## src/rtl/video_scale_nn_down.sv

```systemverilog
// video_scale_nn_down
// Nearest-neighbour video downscaler with run-time output resolution and bypass.
// The configuration is latched on each vs_in rising edge. Then a restoring
// divider computes the x and y scale factors, one quotient bit per cycle.
// Each input pixel is kept or dropped by comparing fixed-point accumulators
// against the input coordinate.
//
// Ports
//   pixclk_in                 pixel clock, all logic on its rising edge
//   rst_n                     asynchronous active-low reset
//   cfg_out_xres/yres         requested output resolution (latched at vsync)
//   cfg_bypass                1 = pass video through unscaled
//   vs_in/hs_in/de_in/pix_in  input video
//   vs_out/hs_out/de_out      syncs and data enable, 1 cycle after input
//   pix_out                   kept pixel, 0 when de_out=0
//   out_x/out_y               coordinate of the pixel currently presented
//   sof_out                   pulse with the first kept pixel of a frame
//   cfg_busy                  divider running
//   cfg_err                   sticky config/overrun error, cleared by next valid frame
//   dbg_state                 FSM state (0 IDLE, 1 DIV_X, 2 DIV_Y, 3 RUN)
//
// Stream semantics: de_in/de_out are valid-only qualifiers with no ready.
// A pixel transfers on every clock where de is high. The block never stalls
// its source; pixels that arrive while the divider is busy poison the frame.
module video_scale_nn_down #(
  parameter int IN_XRES = 1920,
  parameter int IN_YRES = 1080,
  parameter int DATA_W  = 24,
  parameter int FRAC_W  = 16,
  parameter int CNT_W   = 12
) (
  input  logic              pixclk_in,
  input  logic              rst_n,
  input  logic [CNT_W-1:0]  cfg_out_xres,
  input  logic [CNT_W-1:0]  cfg_out_yres,
  input  logic              cfg_bypass,
  input  logic              vs_in,
  input  logic              hs_in,
  input  logic              de_in,
  input  logic [DATA_W-1:0] pix_in,
  output logic              vs_out,
  output logic              hs_out,
  output logic              de_out,
  output logic [DATA_W-1:0] pix_out,
  output logic [CNT_W-1:0]  out_x,
  output logic [CNT_W-1:0]  out_y,
  output logic              sof_out,
  output logic              cfg_busy,
  output logic              cfg_err,
  output logic [1:0]        dbg_state
);

  localparam int QW    = CNT_W + FRAC_W;  // dividend/quotient width
  localparam int ACC_W = QW + 1;          // integer part may reach ~2x input size
  localparam int DC_W  = $clog2(QW);

  localparam logic [CNT_W-1:0] IN_X_C     = CNT_W'(IN_XRES);
  localparam logic [CNT_W-1:0] IN_Y_C     = CNT_W'(IN_YRES);
  localparam logic [CNT_W-1:0] X_LAST     = CNT_W'(IN_XRES - 1);
  localparam logic [QW-1:0]    DIVIDEND_X = QW'(IN_XRES) << FRAC_W;
  localparam logic [QW-1:0]    DIVIDEND_Y = QW'(IN_YRES) << FRAC_W;
  localparam logic [DC_W-1:0]  DIV_LAST   = DC_W'(QW - 1);
  localparam logic [ACC_W-1:0] SCALE_ONE  = ACC_W'(1) << FRAC_W;

  typedef enum logic [1:0] {
    IDLE  = 2'd0,
    DIV_X = 2'd1,
    DIV_Y = 2'd2,
    RUN   = 2'd3
  } state_t;

  state_t             state;
  logic [CNT_W-1:0]   yres_s;
  logic [CNT_W-1:0]   x_last;
  logic               bypass_s;
  logic               drop;
  logic               sof_pend;
  logic [CNT_W-1:0]   vin_x;
  logic [CNT_W-1:0]   vin_y;
  logic [ACC_W-1:0]   scale_x;
  logic [ACC_W-1:0]   scale_y;
  logic [ACC_W-1:0]   acc_x;
  logic [ACC_W-1:0]   acc_y;
  logic [QW-1:0]      div_q;
  logic [CNT_W:0]     div_r;
  logic [CNT_W-1:0]   div_d;
  logic [DC_W-1:0]    div_cnt;

  logic               vs_rise;
  logic               cfg_bad;
  logic               new_byp;
  logic [CNT_W:0]     acc_x_int;
  logic [CNT_W:0]     acc_y_int;
  logic               keep;
  logic               de_next;
  logic [CNT_W:0]     rem_sh;
  logic               div_ge;
  logic [CNT_W:0]     rem_nx;
  logic [QW-1:0]      q_nx;

  assign dbg_state = state;

  always_comb begin
    // vs_out is vs_in delayed by one cycle, so it doubles as the edge detector.
    vs_rise   = vs_in & ~vs_out;
    // A bypass frame never uses the resolution, so it cannot be invalid.
    cfg_bad   = ~cfg_bypass &&
                ((cfg_out_xres == '0) || (cfg_out_yres == '0) ||
                 (cfg_out_xres > IN_X_C) || (cfg_out_yres > IN_Y_C));
    new_byp   = cfg_bypass | cfg_bad;
    acc_x_int = acc_x[ACC_W-1:FRAC_W];
    acc_y_int = acc_y[ACC_W-1:FRAC_W];
    // vin_y saturates at IN_YRES, which marks surplus lines.
    keep      = (vin_y != IN_Y_C) &&
                (acc_x_int == {1'b0, vin_x}) && (acc_y_int == {1'b0, vin_y});
    de_next   = (state == RUN) && de_in && !vs_rise && !drop && (bypass_s || keep);
    // One restoring-division step.
    rem_sh    = {div_r[CNT_W-1:0], div_q[QW-1]};
    div_ge    = rem_sh >= {1'b0, div_d};
    rem_nx    = div_ge ? (rem_sh - {1'b0, div_d}) : rem_sh;
    q_nx      = {div_q[QW-2:0], div_ge};
  end

  always_ff @(posedge pixclk_in or negedge rst_n) begin
    if (!rst_n) begin
      state    <= IDLE;
      vs_out   <= 1'b0;
      hs_out   <= 1'b0;
      de_out   <= 1'b0;
      pix_out  <= '0;
      out_x    <= '0;
      out_y    <= '0;
      sof_out  <= 1'b0;
      cfg_busy <= 1'b0;
      cfg_err  <= 1'b0;
      yres_s   <= '0;
      x_last   <= '0;
      bypass_s <= 1'b0;
      drop     <= 1'b0;
      sof_pend <= 1'b0;
      vin_x    <= '0;
      vin_y    <= '0;
      scale_x  <= SCALE_ONE;
      scale_y  <= SCALE_ONE;
      acc_x    <= '0;
      acc_y    <= '0;
      div_q    <= '0;
      div_r    <= '0;
      div_d    <= '0;
      div_cnt  <= '0;
    end else begin
      vs_out  <= vs_in;
      hs_out  <= hs_in;
      de_out  <= de_next;
      pix_out <= de_next ? pix_in : '0;
      sof_out <= de_next & sof_pend;
      if (de_next) sof_pend <= 1'b0;

      if (vs_rise) begin
        // A new frame restarts everything; a pixel on this cycle is discarded.
        yres_s   <= cfg_out_yres;
        bypass_s <= new_byp;
        cfg_err  <= cfg_bad;
        x_last   <= new_byp ? X_LAST : (cfg_out_xres - CNT_W'(1));
        drop     <= 1'b0;
        sof_pend <= 1'b1;
        vin_x    <= '0;
        vin_y    <= '0;
        acc_x    <= '0;
        acc_y    <= '0;
        out_x    <= '0;
        out_y    <= '0;
        div_q    <= DIVIDEND_X;
        div_r    <= '0;
        div_d    <= cfg_out_xres;
        div_cnt  <= '0;
        cfg_busy <= ~new_byp;
        state    <= new_byp ? RUN : DIV_X;
      end else begin
        // out_x/out_y name the pixel on the output now and advance after it.
        if (de_out) begin
          if (out_x == x_last) begin
            out_x <= '0;
            out_y <= out_y + CNT_W'(1);
          end else begin
            out_x <= out_x + CNT_W'(1);
          end
        end

        case (state)
          DIV_X, DIV_Y: begin
            if (de_in) begin
              drop    <= 1'b1;
              cfg_err <= 1'b1;
            end
            div_q   <= q_nx;
            div_r   <= rem_nx;
            div_cnt <= div_cnt + DC_W'(1);
            if (div_cnt == DIV_LAST) begin
              if (state == DIV_X) begin
                scale_x <= ACC_W'(q_nx) + ACC_W'(1);
                div_q   <= DIVIDEND_Y;
                div_r   <= '0;
                div_d   <= yres_s;
                div_cnt <= '0;
                state   <= DIV_Y;
              end else begin
                scale_y  <= ACC_W'(q_nx) + ACC_W'(1);
                cfg_busy <= 1'b0;
                state    <= RUN;
              end
            end
          end
          RUN: begin
            if (de_in) begin
              if (vin_x == X_LAST) begin
                vin_x <= '0;
                acc_x <= '0;
                if (vin_y != IN_Y_C) vin_y <= vin_y + CNT_W'(1);
                if (acc_y_int <= {1'b0, vin_y}) acc_y <= acc_y + scale_y;
              end else begin
                vin_x <= vin_x + CNT_W'(1);
                if (acc_x_int <= {1'b0, vin_x}) acc_x <= acc_x + scale_x;
              end
            end
          end
          default: ;
        endcase
      end
    end
  end

endmodule

```

## config.mk

```make
export PLATFORM = sky130hd
export DESIGN_NAME = video_scale_nn_down
export DESIGN_NICKNAME = d
export VERILOG_FILES = /design/src/rtl/video_scale_nn_down.sv
export SDC_FILE = /design/constraint.sdc
export NUM_CORES = 1
export LEC_CHECK = 0
export ABC_AREA = 1
export CAP_MARGIN = 10
export CORE_ASPECT_RATIO = 0.8
export CORE_MARGIN = 4
export CORE_UTILIZATION = 45
export DETAILED_ROUTE_END_ITERATION = 10
export GPL_TIMING_DRIVEN = 0
export SYNTH_ARGS = -nofsm -noshare
export SYNTH_HDL_FRONTEND = slang
export SYNTH_SLANG_ARGS = --single-unit
```

## constraint.sdc

```tcl
create_clock -name pixclk_in -period 3.72 [get_ports pixclk_in]
set_input_delay 0.558 -clock pixclk_in [delete_from_list [all_inputs] [get_ports pixclk_in]]
set_output_delay 0.558 -clock pixclk_in [all_outputs]
set_load 0.05 [all_outputs]
```

## Word level (Yosys, flattened, before mapping)

Index checks and enable logic that the tools add are counted.

| cells by class | value |
|---|---|
| order comparisons | 5 |
| divide/modulo/power cells | 0 |
| reduce and logical (&&, ||, !) cells | 39 |
| multiply operators | 0 |
| muxes and demuxes | 59 |
| $add $sub $neg | 10 |
| equal/unequal tests | 10 |
| shifts and indexed selects | 0 |
| bitwise logic cells | 8 |

Operator list:

| kind | count |
|---|---|
| 2-to-1 mux 12 bit | 25 |
| 2-to-1 mux 29 bit | 10 |
| 2-to-1 mux 28 bit | 4 |
| adder 29 bit | 2 |
| adder 12 x 1 -> 12 bit (second input constant) | 4 |
| adder 28 x 1 -> 29 bit (second input constant) | 1 |
| == test 13 x 12 -> 1 bit | 2 |
| <= comparator 13 x 12 -> 1 bit | 2 |
| > comparator 12 x 11 -> 1 bit (second input constant) | 2 |
| zero test 12 bit | 2 |
| 2-to-1 mux 24 bit | 1 |
| nonzero test 2 bit | 11 |
| 2-to-1 mux 5 bit | 4 |
| AND reduction 4 bit | 4 |
| greater-or-equal comparator 13 x 12 -> 1 bit | 1 |
| == test 12 x 11 -> 1 bit (second input constant) | 1 |
| == test 12 bit | 1 |
| != test 12 x 11 -> 1 bit (second input constant) | 1 |
| subtractor 12 x 1 -> 12 bit (second input constant) | 1 |
| subtractor 12 bit | 1 |
| 2-to-1 mux 1 bit | 11 |
| AND reduction 3 bit | 3 |
| 2-to-1 mux 2 bit | 4 |
| AND reduction 2 bit | 4 |
| 13 further kinds | 29 |

| word-level totals | value |
|---|---|
| RAM bits | 0 |
| register bits | 280 |
| memories kept | 0 |
| logic and storage cells | 156 |
| latch bits | 0 |
| output and inout bits | 56 |
| ROM bits | 0 |

## Longest topological paths before layout

Gate-level depths: netlist (run 1).

| depth | value |
|---|---|
| depth after elaboration | 8 |
| mapped depth | 18 |
| mapped depth without buffers | 17 |

## Least setup slack after synthesis (run 1)

Ideal clock, no wire load.

| timing | value |
|---|---|
| path kind | register -> register |
| start | register div_r[8] |
| end | register scale_y[24] |
| data arrival time | 2.660 ns |
| buffers on the path | 1 |
| setup time | 0.117 ns |
| stages on the path, launching flop included | 17 |
| clock period less this slack | 2.777 ns |
| slack | 0.943 ns |
| cells stage by stage | dfrtp_1 > ha_1 > nand2_1 > nor2_1 > nand3_1 > and2_1 > nand3_2 > buf_2 > ha_1 > nand3_1 > nor3_2 > nand2_2 > nor2_2 > nand4_1 > xor2_1 > nand2_1 > nand2_1 |

| on the way | value |
|---|---|
| word-level cells in the longest chain between the ends | 2 |

RTL lines:

| item | line | text |
|---|---|---|
| start, declared | 85 | `logic [CNT_W:0] div_r;` |
| start signal, assigned | 197 | `div_r <= rem_nx;` |
| greater-or-equal comparator 13 x 12 -> 1 bit | 119 | `div_ge = rem_sh >= {1'b0, div_d};` |
| adder 28 x 1 -> 29 bit | 208 | `scale_y <= ACC_W'(q_nx) + ACC_W'(1);` |
| end signal, assigned | 208 |  |
| end, declared | 81 | `logic [ACC_W-1:0] scale_y;` |

No other way between the ends.
A chain may end at the register's enable or synchronous reset.

## Final worst setup path (run 1)

| timing | value |
|---|---|
| start | register div_r[2] |
| end | register scale_x[24] |

| on the way | value |
|---|---|
| word-level cells in the longest chain between the ends | 2 |

RTL lines:

| item | line | text |
|---|---|---|
| greater-or-equal comparator 13 x 12 -> 1 bit | 119 |  |
| adder 28 x 1 -> 29 bit | 201 | `scale_x <= ACC_W'(q_nx) + ACC_W'(1);` |
| end signal, assigned | 201 |  |
| end, declared | 80 | `logic [ACC_W-1:0] scale_x;` |

No other way between the ends.

==> results of run 1 <==
power by group:
part	internal, mW	switching, mW
clock	2.12	1.33
sequential	3.32	0.232
combinational	0.764	1.42
total	6.20	2.98
worst max path at each step:
stage	from	to	slack (ns)	depth (start not counted)
global route	div_r[1]	scale_y[28]	0.05	17
CTS	div_d[9]	scale_x[24]	0.09	17
finish	div_r[2]	scale_x[24]	0.31	17
global placement	rst_n	acc_x[5]	-10.53	1
floorplan	div_r[8]	scale_y[24]	0.94	16
detailed placement	div_d[9]	scale_x[24]	0.09	17
cell type report:
type	instances	area, um^2	share of cell area
inverters	264	993	0.0489
well taps	495	619	0.0305
flip-flops and latches	280	7010	0.345
clock inverters	18	288	0.0142
plain buffers	46	275	0.0135
repair buffers	112	1160	0.0571
clock buffers	40	860	0.0423
multi-input cells	1724	9120	0.449
layout by cell type, fill, tap and decap left out, types with 9 or more instances in the layout:
cell type	n
sky130_fd_sc_hd__nand2_1	722
sky130_fd_sc_hd__dfrtp_1	278
sky130_fd_sc_hd__inv_1	251
sky130_fd_sc_hd__nor2_1	201
sky130_fd_sc_hd__nand3_1	119
sky130_fd_sc_hd__o21ai_0	116
sky130_fd_sc_hd__a21oi_1	109
sky130_fd_sc_hd__clkdlybuf4s50_1	108
sky130_fd_sc_hd__ha_1	103
sky130_fd_sc_hd__xor2_1	58
sky130_fd_sc_hd__nor3_1	54
sky130_fd_sc_hd__xnor2_1	39
sky130_fd_sc_hd__nand4_1	37
sky130_fd_sc_hd__clkbuf_16	31
sky130_fd_sc_hd__o22ai_1	23
sky130_fd_sc_hd__clkbuf_1	22
sky130_fd_sc_hd__o21ai_1	21
sky130_fd_sc_hd__buf_2	16
sky130_fd_sc_hd__o31ai_1	13
sky130_fd_sc_hd__nand3b_1	12
sky130_fd_sc_hd__o21bai_1	10
sky130_fd_sc_hd__buf_6	9
cell families after synthesis:
| family | after synthesis | synth area share |
|---|---|---|
| buffers and inverters | 310 | 0.0726 |
| xor gates and xnor gates | 97 | 0.0489 |
| and+or+nand+nor | 1191 | 0.290 |
| DFF | 280 | 0.403 |
| AOI/OAI and AO/OA | 330 | 0.107 |
| adders and majority gates | 106 | 0.0776 |
synthesized netlist by cell type (21+ instances only):
cell type                   n  area, um^2
sky130_fd_sc_hd__a21oi_1  109         546
sky130_fd_sc_hd__o22ai_1   23         144
sky130_fd_sc_hd__o21ai_0  116         581
sky130_fd_sc_hd__dfrtp_1  278        6960
sky130_fd_sc_hd__nand4_1   37         231
sky130_fd_sc_hd__xor2_1    58         508
sky130_fd_sc_hd__nor2_1   201         754
sky130_fd_sc_hd__ha_1     103        1290
sky130_fd_sc_hd__inv_1    251         942
sky130_fd_sc_hd__nand3_1  119         596
sky130_fd_sc_hd__nand2_1  722        2710
sky130_fd_sc_hd__nor3_1    54         270
sky130_fd_sc_hd__o21ai_1   21         105
sky130_fd_sc_hd__xnor2_1   39         342
worst max-delay path, stage by stage (launching register included):
cell	delay [ns]
sky130_fd_sc_hd__dfrtp_1	0.40
sky130_fd_sc_hd__ha_1	0.38
sky130_fd_sc_hd__nand2_1	0.12
sky130_fd_sc_hd__nor2_1	0.12
sky130_fd_sc_hd__nand2_1	0.07
sky130_fd_sc_hd__nand3_1	0.17
sky130_fd_sc_hd__nand2_1	0.14
sky130_fd_sc_hd__nand3_2	0.23
sky130_fd_sc_hd__buf_6	0.22
sky130_fd_sc_hd__ha_1	0.20
sky130_fd_sc_hd__nand3_1	0.17
sky130_fd_sc_hd__nor3_4	0.23
sky130_fd_sc_hd__nand2_2	0.15
sky130_fd_sc_hd__nor2_2	0.18
sky130_fd_sc_hd__nand4_1	0.12
sky130_fd_sc_hd__xor2_1	0.28
sky130_fd_sc_hd__nand2_1	0.10
sky130_fd_sc_hd__nand2_1	0.08
stage by stage:
stage	instance area [um^2]	hold slack (ns)	util
after global routing	20300	0.402	0.532
after CTS	20300	0.384	0.532
after global placement	19100	0.448	0.500
final	20300	0.416	0.532
after floorplan	17400	0.262	-
after detailed placement	19200	0.463	0.501
repair_timing:
item                                    4_1_cts  5_1_grt
hold buffers                                  1        0
endpoints found under the setup margin        0       17
resized for setup                             0        4
setup buffers                                 0        0
hold endpoints to repair                     25        0
sequential cells by signal, indices dropped and copies added (netlist names), 24 cells and up:
name and cells:
scale_y 29, acc_x 29, acc_y 29, pix_out 24
div_q 28, scale_x 29
metal layers:
metal | part of all wire | track usage
met1 | 0.52 | 0.378
met2 | 0.41 | 0.350
met3 | 0.058 | 0.0349
met4 | 0.015 | 0.0399
met5 | 0 | 0
==> results.sh, run 1 <==
export IMPL_slew_headroom=0.540
export IMPL_routed_via_count=15659
export IMPL_finalCriticalPeriod_ns=3.41
export IMPL_worstRegToRegCells=17
export IMPL_cts_tree="yes"
export IMPL_nets_in_the_synthesized_netlist=2474
export IMPL_final_setup_worst_slack_ns=0.306
export IMPL_worstSetupPathType="reg2reg"
export IMPL_post_layout_nonfiller_instances=2979
export IMPL_power_ir_vdd_worst_uv=375
export IMPL_outcome="finished, final reports clean"
export IMPL_min_delay_path_class="in2reg"
export IMPL_tritoncts_num_buffers=31
export IMPL_max_clock_freq_mhz=293
export IMPL_critPathCaptureType="flip-flop"
export IMPL_place_port_buffers=109
export IMPL_antenna_found_initial=0
export IMPL_place_detailed_instances=2920
export IMPL_timing_final_hold_violations=0
export IMPL_setup_violations=0
export IMPL_dominantRegCellSynth="sky130_fd_sc_hd__dfrtp_1"
export IMPL_die_area_um2=41900
export IMPL_cts_htree_levels=1
export IMPL_clock_sinks=280
export IMPL_fin_worst_skew_ns=0.0111
export IMPL_grt_overflow=0
export IMPL_layout_area_overhead_vs_synth_pct=16.9
export IMPL_gpl_final_weighted_congestion=0.936
export IMPL_share_of_async_settable_or_async_resettable_flops_after_synthesis=1.00
export IMPL_maxSlewViolCount=0
export IMPL_clockBufferDepth=3
export IMPL_worst_r2r_startpoint="div_r[2]"
export IMPL_fill_cells=3682
export IMPL_timing_reg2reg_setup_slack_ns=0.31
export IMPL_floorplan_die_height_um=184
export IMPL_hold_path_end="hs_out"
export IMPL_syn_mean_instance_area_um2=7.51
export IMPL_groute_usage_overall=0.238
export IMPL_setup_worst_path_start_class="flip-flop"
export IMPL_power_leakage_nw=10.1
export IMPL_die_w_um=228
export IMPL_tightest_slew_ns=0.690
export IMPL_dr_pass1_iters=5
export IMPL_finalPower_mw=9.18
export IMPL_post_placement_setup_slack_ns=0.0913
export IMPL_setup_tns_ns=0
export IMPL_first_iter_violations=1324
export IMPL_post_dp_hpwl_mm=38.7
export IMPL_postSynthRegisterBits=280
export IMPL_grt_setup_unrepaired="false"
export IMPL_synth_cell_area_um2=17400
export IMPL_start_util=0.455
export IMPL_synthDistinctLibCells=56
export IMPL_layout_cell_share_with_drive_strength_beyond_1=0.0560
export IMPL_power_density_nw_per_um2=452
export IMPL_worst_setup_hold_path_clk_slew_ns=0.07
export IMPL_required_ns=4.24
export IMPL_grt_start_max_net_pins=108
export IMPL_wire_per_inst_um=16.7
export IMPL_drt_antenna_violating_nets=0
export IMPL_clock_latency_ns=0.58
export IMPL_synth_warning_count=0
export IMPL_min_delay_path_depth=1
export IMPL_pin_count=110
export IMPL_cp_data_arrival_time_ns=3.93
export IMPL_number_of_global_route_vias_before_repair=15213
export IMPL_cts_root_buffer_cell="sky130_fd_sc_hd__clkbuf_16"
export IMPL_final_net_count=2619
export IMPL_core_area_um2=38200
export IMPL_final_period_utilization=0.918
export IMPL_post_route_drc_count=0
export IMPL_grt_first_pass_wirelength_mm=81.9
export IMPL_vias_per_cell=5.26
export IMPL_critical_path_max_fanout=10
export IMPL_holdCritStartpoint="hs_in"
export IMPL_capture_instance_of_the_worst_register_to_register_path="scale_x[24]"
export IMPL_routed_wirelength_mm=49.6
export IMPL_synth_enable_flop_cells=0
export IMPL_placementRows=64
export IMPL_synthesis_instances=2314
export IMPL_max_cap_viol_count=0
export IMPL_synth_seq_area_share=0.403
export IMPL_num_antenna_cells=0
(Power assumes the default switching activity.)
==> run 2: changes to the inputs <==
--- a/config.mk
+++ b/config.mk
@@ -10,8 +10,8 @@
 export CORE_ASPECT_RATIO = 0.8
 export CORE_MARGIN = 4
 export CORE_UTILIZATION = 45
+export CTS_CLUSTER_SIZE = 8
 export DETAILED_ROUTE_END_ITERATION = 10
-export GPL_TIMING_DRIVEN = 0
 export SYNTH_ARGS = -nofsm -noshare
 export SYNTH_HDL_FRONTEND = slang
 export SYNTH_SLANG_ARGS = --single-unit
==> run 2 against run 1 <==
  * Wire length decreased by 1.6%
  * Clock-buffer cell count increased by 12
  * Register-to-register slack improved by 0.53 ns
  * Critical path type unchanged
  * Non-clock buffer count decreased by 33
  * Sequential power about the same
  * Critical endpoint unchanged
  * Die area unchanged
  * Worst setup slack improved by 0.53 ns
==> results.sh, run 2 (synthesized netlist as in run 1, its figures left out) <==
export IMPL_die_area_um2=41900
export IMPL_max_clock_freq_mhz=347
export IMPL_fin_util=0.527
export IMPL_start_util=0.455
export IMPL_cts_tree="yes"
export IMPL_wire_per_inst_um=16.6
export IMPL_power_ir_vdd_worst_uv=258
export IMPL_critical_path_max_fanout=4
export IMPL_outcome="finished, final reports clean"
export IMPL_setup_worst_path_start_class="flip-flop"
export IMPL_final_hold_worst_slack_ns=0.0597
export IMPL_clockBufferDepth=3
export IMPL_final_net_count=2596
export IMPL_clock_sinks=280
export IMPL_fill_cells=3689
export IMPL_dr_pass1_iters=7
export IMPL_cp_data_arrival_time_ns=3.36
export IMPL_groute_usage_overall=0.234
export IMPL_number_of_global_route_vias_before_repair=14889
export IMPL_power_leakage_nw=9.96
export IMPL_max_cap_viol_count=0
export IMPL_timing_final_hold_violations=0
export IMPL_post_layout_nonfiller_instances=2942
export IMPL_pin_count=110
export IMPL_post_route_drc_count=0
export IMPL_ctsHoldBuffers=0
export IMPL_slew_headroom=0.434
export IMPL_cts_htree_levels=2
export IMPL_die_w_um=228
export IMPL_grt_setup_unrepaired="false"
export IMPL_placementRows=64
export IMPL_layout_cells_most_common="sky130_fd_sc_hd__nand2_1"
export IMPL_clock_latency_ns=0.54
export IMPL_maxSlewViolCount=0
export IMPL_antenna_found_initial=0
export IMPL_cts_repair_timing_setup_buffer_count=0
export IMPL_critPathCaptureType="flip-flop"
export IMPL_grt_first_pass_wirelength_mm=80.4
export IMPL_num_antenna_cells=0
export IMPL_gpl_final_weighted_congestion=0.911
export IMPL_floorplan_die_height_um=184
export IMPL_place_port_buffers=109
export IMPL_required_ns=4.19
export IMPL_tightest_slew_ns=0.847
export IMPL_layout_area_overhead_vs_synth_pct=15.8
export IMPL_post_dp_hpwl_mm=37.3
export IMPL_finalCriticalPeriod_ns=2.89
export IMPL_place_detailed_instances=2888
export IMPL_routed_via_count=15577
export IMPL_layout_cell_share_with_drive_strength_beyond_1=0.0478
export IMPL_grt_overflow=0
export IMPL_vias_per_cell=5.29
export IMPL_grt_start_max_net_pins=99
export IMPL_routed_wirelength_mm=48.8
export IMPL_worstSetupPathType="reg2reg"
export IMPL_first_iter_violations=1408
export IMPL_setup_violations=0
export IMPL_core_area_um2=38200
export IMPL_tritoncts_num_buffers=41
export IMPL_worst_setup_hold_path_clk_slew_ns=0.05
export IMPL_final_period_utilization=0.776
export IMPL_min_delay_path_class="in2async"
export IMPL_fin_worst_skew_ns=0.0195
export IMPL_power_density_nw_per_um2=453
export IMPL_setup_tns_ns=0
export IMPL_most_common_layout_cells="722 x sky130_fd_sc_hd__nand2_1, 278 x sky130_fd_sc_hd__dfrtp_1, 251 x sky130_fd_sc_hd__inv_1"
export IMPL_drt_antenna_violating_nets=0
export IMPL_cts_resized=0
export IMPL_cts_root_buffer_cell="sky130_fd_sc_hd__clkbuf_16"
[run 2: cell types whose count changed in the layout (fill, tap and decap cells not counted), sizes merged]
cell	previous run	this run
clkbuf	60	52
clkinv	10	5
inv	262	260
clkinvlp	3	0
bufinv	7	1
buf	29	17
dlygate4sd3	1	0
[run 2: power by group]
part	switching (mW)	leakage, nW	internal, mW	total [mW]
Combinational	1.36	5.70	0.731	2.09
Sequential	0.234	3.70	3.32	3.56
Clock	1.34	0.562	2.12	3.46
Total	2.93	9.96	6.18	9.11
[run 2: final timing paths]
check / slack [ns] / cells after the start / endpoint / from
min: 0.06 / 1 / out_y[10] / rst_n
min in group pixclk_in: 0.46 / 2 / yres_s[3] / yres_s[3]
max in group asynchronous: 2.65 / 2 / div_q[15] / rst_n
max reg2reg: 0.83 / 15 / scale_x[24] / div_r[8]
min reg2reg: 0.46 / 2 / yres_s[3] / yres_s[3]
max: 0.83 / 15 / scale_x[24] / div_r[8]
[run 2: layer usage]
| metal | GRT usage | wire (um) | vias to the layer above |
|---|---|---|---|
| li1 | - | - | 7763 |
| met1 | 0.363 | 24900 | 7380 |
| met2 | 0.348 | 20100 | 389 |
| met3 | 0.0384 | 3120 | 45 |
| met4 | 0.0443 | 623 | 0 |
| met5 | 0 | 0 | - |
[run 2: critical path: stages, from the launching register on]
cell,delay [ns]
sky130_fd_sc_hd__dfrtp_1,0.40
sky130_fd_sc_hd__ha_1,0.36
sky130_fd_sc_hd__nand2_1,0.11
sky130_fd_sc_hd__nor2_1,0.20
sky130_fd_sc_hd__nand3_1,0.12
sky130_fd_sc_hd__and2_1,0.16
sky130_fd_sc_hd__nand3_2,0.06
sky130_fd_sc_hd__ha_1,0.18
sky130_fd_sc_hd__nand3_1,0.14
sky130_fd_sc_hd__nor3_2,0.25
sky130_fd_sc_hd__nand2_2,0.17
sky130_fd_sc_hd__nor2_2,0.19
sky130_fd_sc_hd__nand4_1,0.14
sky130_fd_sc_hd__xor2_1,0.21
sky130_fd_sc_hd__nand2_1,0.07
sky130_fd_sc_hd__nand2_1,0.08
[run 2: cell type report]
type                            count  area [um^2]  area share
Multi-Input combinational cell   1724         9110       0.453
Sequential cell                   280         7010       0.348
Timing Repair Buffer              125         1240      0.0617
Clock buffer                       52         1110      0.0551
Inverter                          264          993      0.0494
Tap cell                          495          619      0.0308
Clock inverter                      2         46.3     0.00230
[run 2: per-stage QoR]
step	setup WS [ns]	power [mW]	cell area (um^2)
global route	0.454	9.62	20100
floorplan	0.943	5.03	17400
global placement	0.860	5.65	19000
CTS	0.808	9.20	20100
finish	0.834	9.11	20100
detailed placement	0.825	5.69	19000
==> run 3: changes to the inputs <==
--- a/config.mk
+++ b/config.mk
@@ -12,6 +12,7 @@
 export CORE_UTILIZATION = 45
 export CTS_CLUSTER_SIZE = 8
 export DETAILED_ROUTE_END_ITERATION = 10
+export PLACE_DENSITY = 0.66
 export SYNTH_ARGS = -nofsm -noshare
 export SYNTH_HDL_FRONTEND = slang
 export SYNTH_SLANG_ARGS = --single-unit
==> constraint.sdc (replaced) <==
create_clock -name pixclk_in -period 2.4 [get_ports pixclk_in]
set_input_delay 0.36 -clock pixclk_in [delete_from_list [all_inputs] [get_ports pixclk_in]]
set_output_delay 0.36 -clock pixclk_in [all_outputs]
set_load 0.05 [all_outputs]
==> run 3 against run 2 <==
  * The run now ends with negative setup slack left
  * Global-route usage increased by 0.71 points
  * Maximum frequency grew 11%
  * Clock power increased by 55%
  * Design area increased by 6.7%
  * Total power increased by 60%
  * Largest power group unchanged
==> results.sh, run 3 (synthesized netlist as in run 1, its figures left out) <==
export IMPL_cts_root_buffer_cell="sky130_fd_sc_hd__clkbuf_16"
export IMPL_layout_area_overhead_vs_synth_pct=23.6
export IMPL_fin_worst_skew_ns=0.0176
export IMPL_floorplan_die_height_um=184
export IMPL_clockBufferDepth=3
export IMPL_placementRows=64
export IMPL_critical_path_max_fanout=4
export IMPL_layout_area_seq_um2=7010
export IMPL_fill_cells=3569
export IMPL_worst_r2r_startpoint="div_r[3]"
export IMPL_maxSlewViolCount=0
export IMPL_place_port_buffers=109
export IMPL_die_w_um=228
export IMPL_max_clock_freq_mhz=383
export IMPL_fin_util=0.562
export IMPL_required_ns=2.88
export IMPL_final_net_count=2699
export IMPL_placement_cell_area_um2=19900
export IMPL_capture_instance_of_the_worst_register_to_register_path="scale_x[22]"
export IMPL_worstSetupPathType="reg2reg"
export IMPL_finalCriticalPeriod_ns=2.61
export IMPL_multi_input_comb_area_um2=9600
export IMPL_min_delay_path_depth=1
export IMPL_post_route_drc_count=0
export IMPL_finish_instance_area_um2=21500
export IMPL_setup_worst_path_start_class="flip-flop"
export IMPL_grt_overflow=0
export IMPL_cts_htree_levels=2
export IMPL_grt_first_pass_wirelength_mm=82.4
export IMPL_groute_usage_overall=0.241
export IMPL_power_ir_vdd_worst_uv=524
export IMPL_post_dp_hpwl_mm=38.6
export IMPL_grt_setup_unrepaired="true"
export IMPL_antenna_found_initial=0
export IMPL_vias_per_cell=5.34
export IMPL_tritoncts_num_buffers=41
export IMPL_dr_pass1_iters=5
export IMPL_tightest_slew_ns=0.877
export IMPL_power_density_nw_per_um2=680
export IMPL_cts_tree="yes"
export IMPL_min_delay_path_class="in2reg"
export IMPL_start_util=0.455
export IMPL_pin_count=110
export IMPL_die_area_um2=41900
export IMPL_violated_checks="negative setup slack"
export IMPL_grt_start_max_net_pins=71
export IMPL_worstRegToRegCells=15
export IMPL_max_cap_viol_count=0
export IMPL_most_common_layout_cells="700 x sky130_fd_sc_hd__nand2_1, 278 x sky130_fd_sc_hd__dfrtp_1, 245 x sky130_fd_sc_hd__inv_1"
export IMPL_layout_cell_share_with_drive_strength_beyond_1=0.116
export IMPL_clock_latency_ns=0.54
export IMPL_power_leakage_nw=10.6
export IMPL_hold_path_end="hs_out"
export IMPL_holdCritStartpoint="hs_in"
export IMPL_number_of_global_route_vias_before_repair=15728
export IMPL_setup_tns_ns=-2.46
export IMPL_setup_violations=24
export IMPL_layout_cells_most_common="sky130_fd_sc_hd__nand2_1"
export IMPL_clock_sinks=280
export IMPL_timing_final_hold_violations=0
export IMPL_routed_via_count=16255
export IMPL_critPathCaptureType="flip-flop"
export IMPL_outcome="finished, violations left"
export IMPL_final_setup_worst_slack_ns=-0.209
export IMPL_wire_per_inst_um=16.7
export IMPL_core_area_um2=38200
export IMPL_cp_data_arrival_time_ns=3.09
export IMPL_first_iter_violations=1255
export IMPL_num_antenna_cells=0
export IMPL_timing_reg2reg_setup_slack_ns=-0.21
export IMPL_worst_setup_hold_path_clk_slew_ns=0.05
export IMPL_drt_antenna_violating_nets=0
export IMPL_gpl_final_weighted_congestion=0.947
export IMPL_slew_headroom=0.414
export IMPL_routed_wirelength_mm=50.9
export IMPL_final_period_utilization=1.09
[run 3: cell types whose count changed in the layout (fill, tap and decap cells not counted), sizes merged]
cell | before | now
clkbuf | 52 | 51
dlygate4sd3 | 0 | 1
buf | 17 | 119
[run 3: cell type report]
cell class | instances | share of cell area
multi-input cells | 1724 | 0.447
flip-flops and latches | 280 | 0.326
repair buffers | 228 | 0.0978
clock buffers | 51 | 0.0520
inverters | 264 | 0.0464
well taps | 495 | 0.0288
clock inverters | 2 | 0.00181
[run 3: how the worst max path moves through the flow]
stage	start	to	slack (ns)	cells past startpoint
floorplan	div_r[4]	scale_x[28]	-0.15	16
global placement	div_q[27]	scale_y[28]	-0.11	16
detailed placement	div_r[3]	scale_x[28]	-0.20	15
CTS	div_d[8]	scale_x[26]	-0.11	16
global route	div_r[3]	scale_y[26]	-0.33	16
finish	div_r[3]	scale_x[22]	-0.21	15
[run 3: power breakdown]
group | switching [mW] | internal, mW | total (mW)
clock | 2.07 | 3.31 | 5.38
combinational | 2.28 | 1.44 | 3.72
sequential | 0.353 | 5.15 | 5.51
total | 4.71 | 9.90 | 14.6
[run 3: stage by stage]
| stage | power, mW | cells | hold WS (ns) | worst slack [ns] |
|---|---|---|---|---|
| after floorplan | 7.85 | 2314 | 0.0644 | -0.151 |
| after global placement | 9.05 | 2974 | 0.323 | -0.110 |
| after detailed placement | 9.14 | 2974 | 0.323 | -0.200 |
| after CTS | 14.6 | 3035 | 0.244 | -0.106 |
| after global routing | 15.4 | 3044 | 0.255 | -0.327 |
| final | 14.6 | 3044 | 0.267 | -0.209 |
[run 3: critical path, cell delays in order, from the launching register on]
cell                      delay [ns]
sky130_fd_sc_hd__dfrtp_1        0.42
sky130_fd_sc_hd__ha_4           0.33
sky130_fd_sc_hd__nand2_4        0.06
sky130_fd_sc_hd__nor2_4         0.09
sky130_fd_sc_hd__nand3_2        0.09
sky130_fd_sc_hd__and2_4         0.15
sky130_fd_sc_hd__nand3_4        0.09
sky130_fd_sc_hd__ha_4           0.15
sky130_fd_sc_hd__nand3_4        0.07
sky130_fd_sc_hd__nor3_4         0.29
sky130_fd_sc_hd__nand2_4        0.12
sky130_fd_sc_hd__buf_4          0.17
sky130_fd_sc_hd__nor3_4         0.16
sky130_fd_sc_hd__xor2_1         0.22
sky130_fd_sc_hd__nand2_1        0.07
sky130_fd_sc_hd__nand2_1        0.08
[run 3: metal layers]
| layer | track usage | share of wire |
|---|---|---|
| met4 | 0.0651 | 0.024 |
| met5 | 0 | 0 |
| met1 | 0.348 | 0.47 |
| met2 | 0.370 | 0.43 |
| met3 | 0.0516 | 0.074 |
[run 3: what timing repair did]
action / CTS / global route
setup buffers: 7 / 12
pin swaps: 12 / 25
hold buffers: 1 / 0
endpoints found under the setup margin: 22 / 105
hold endpoints to repair: 44 / 0
resized for setup: 14 / 59
gates cloned: 0 / 0
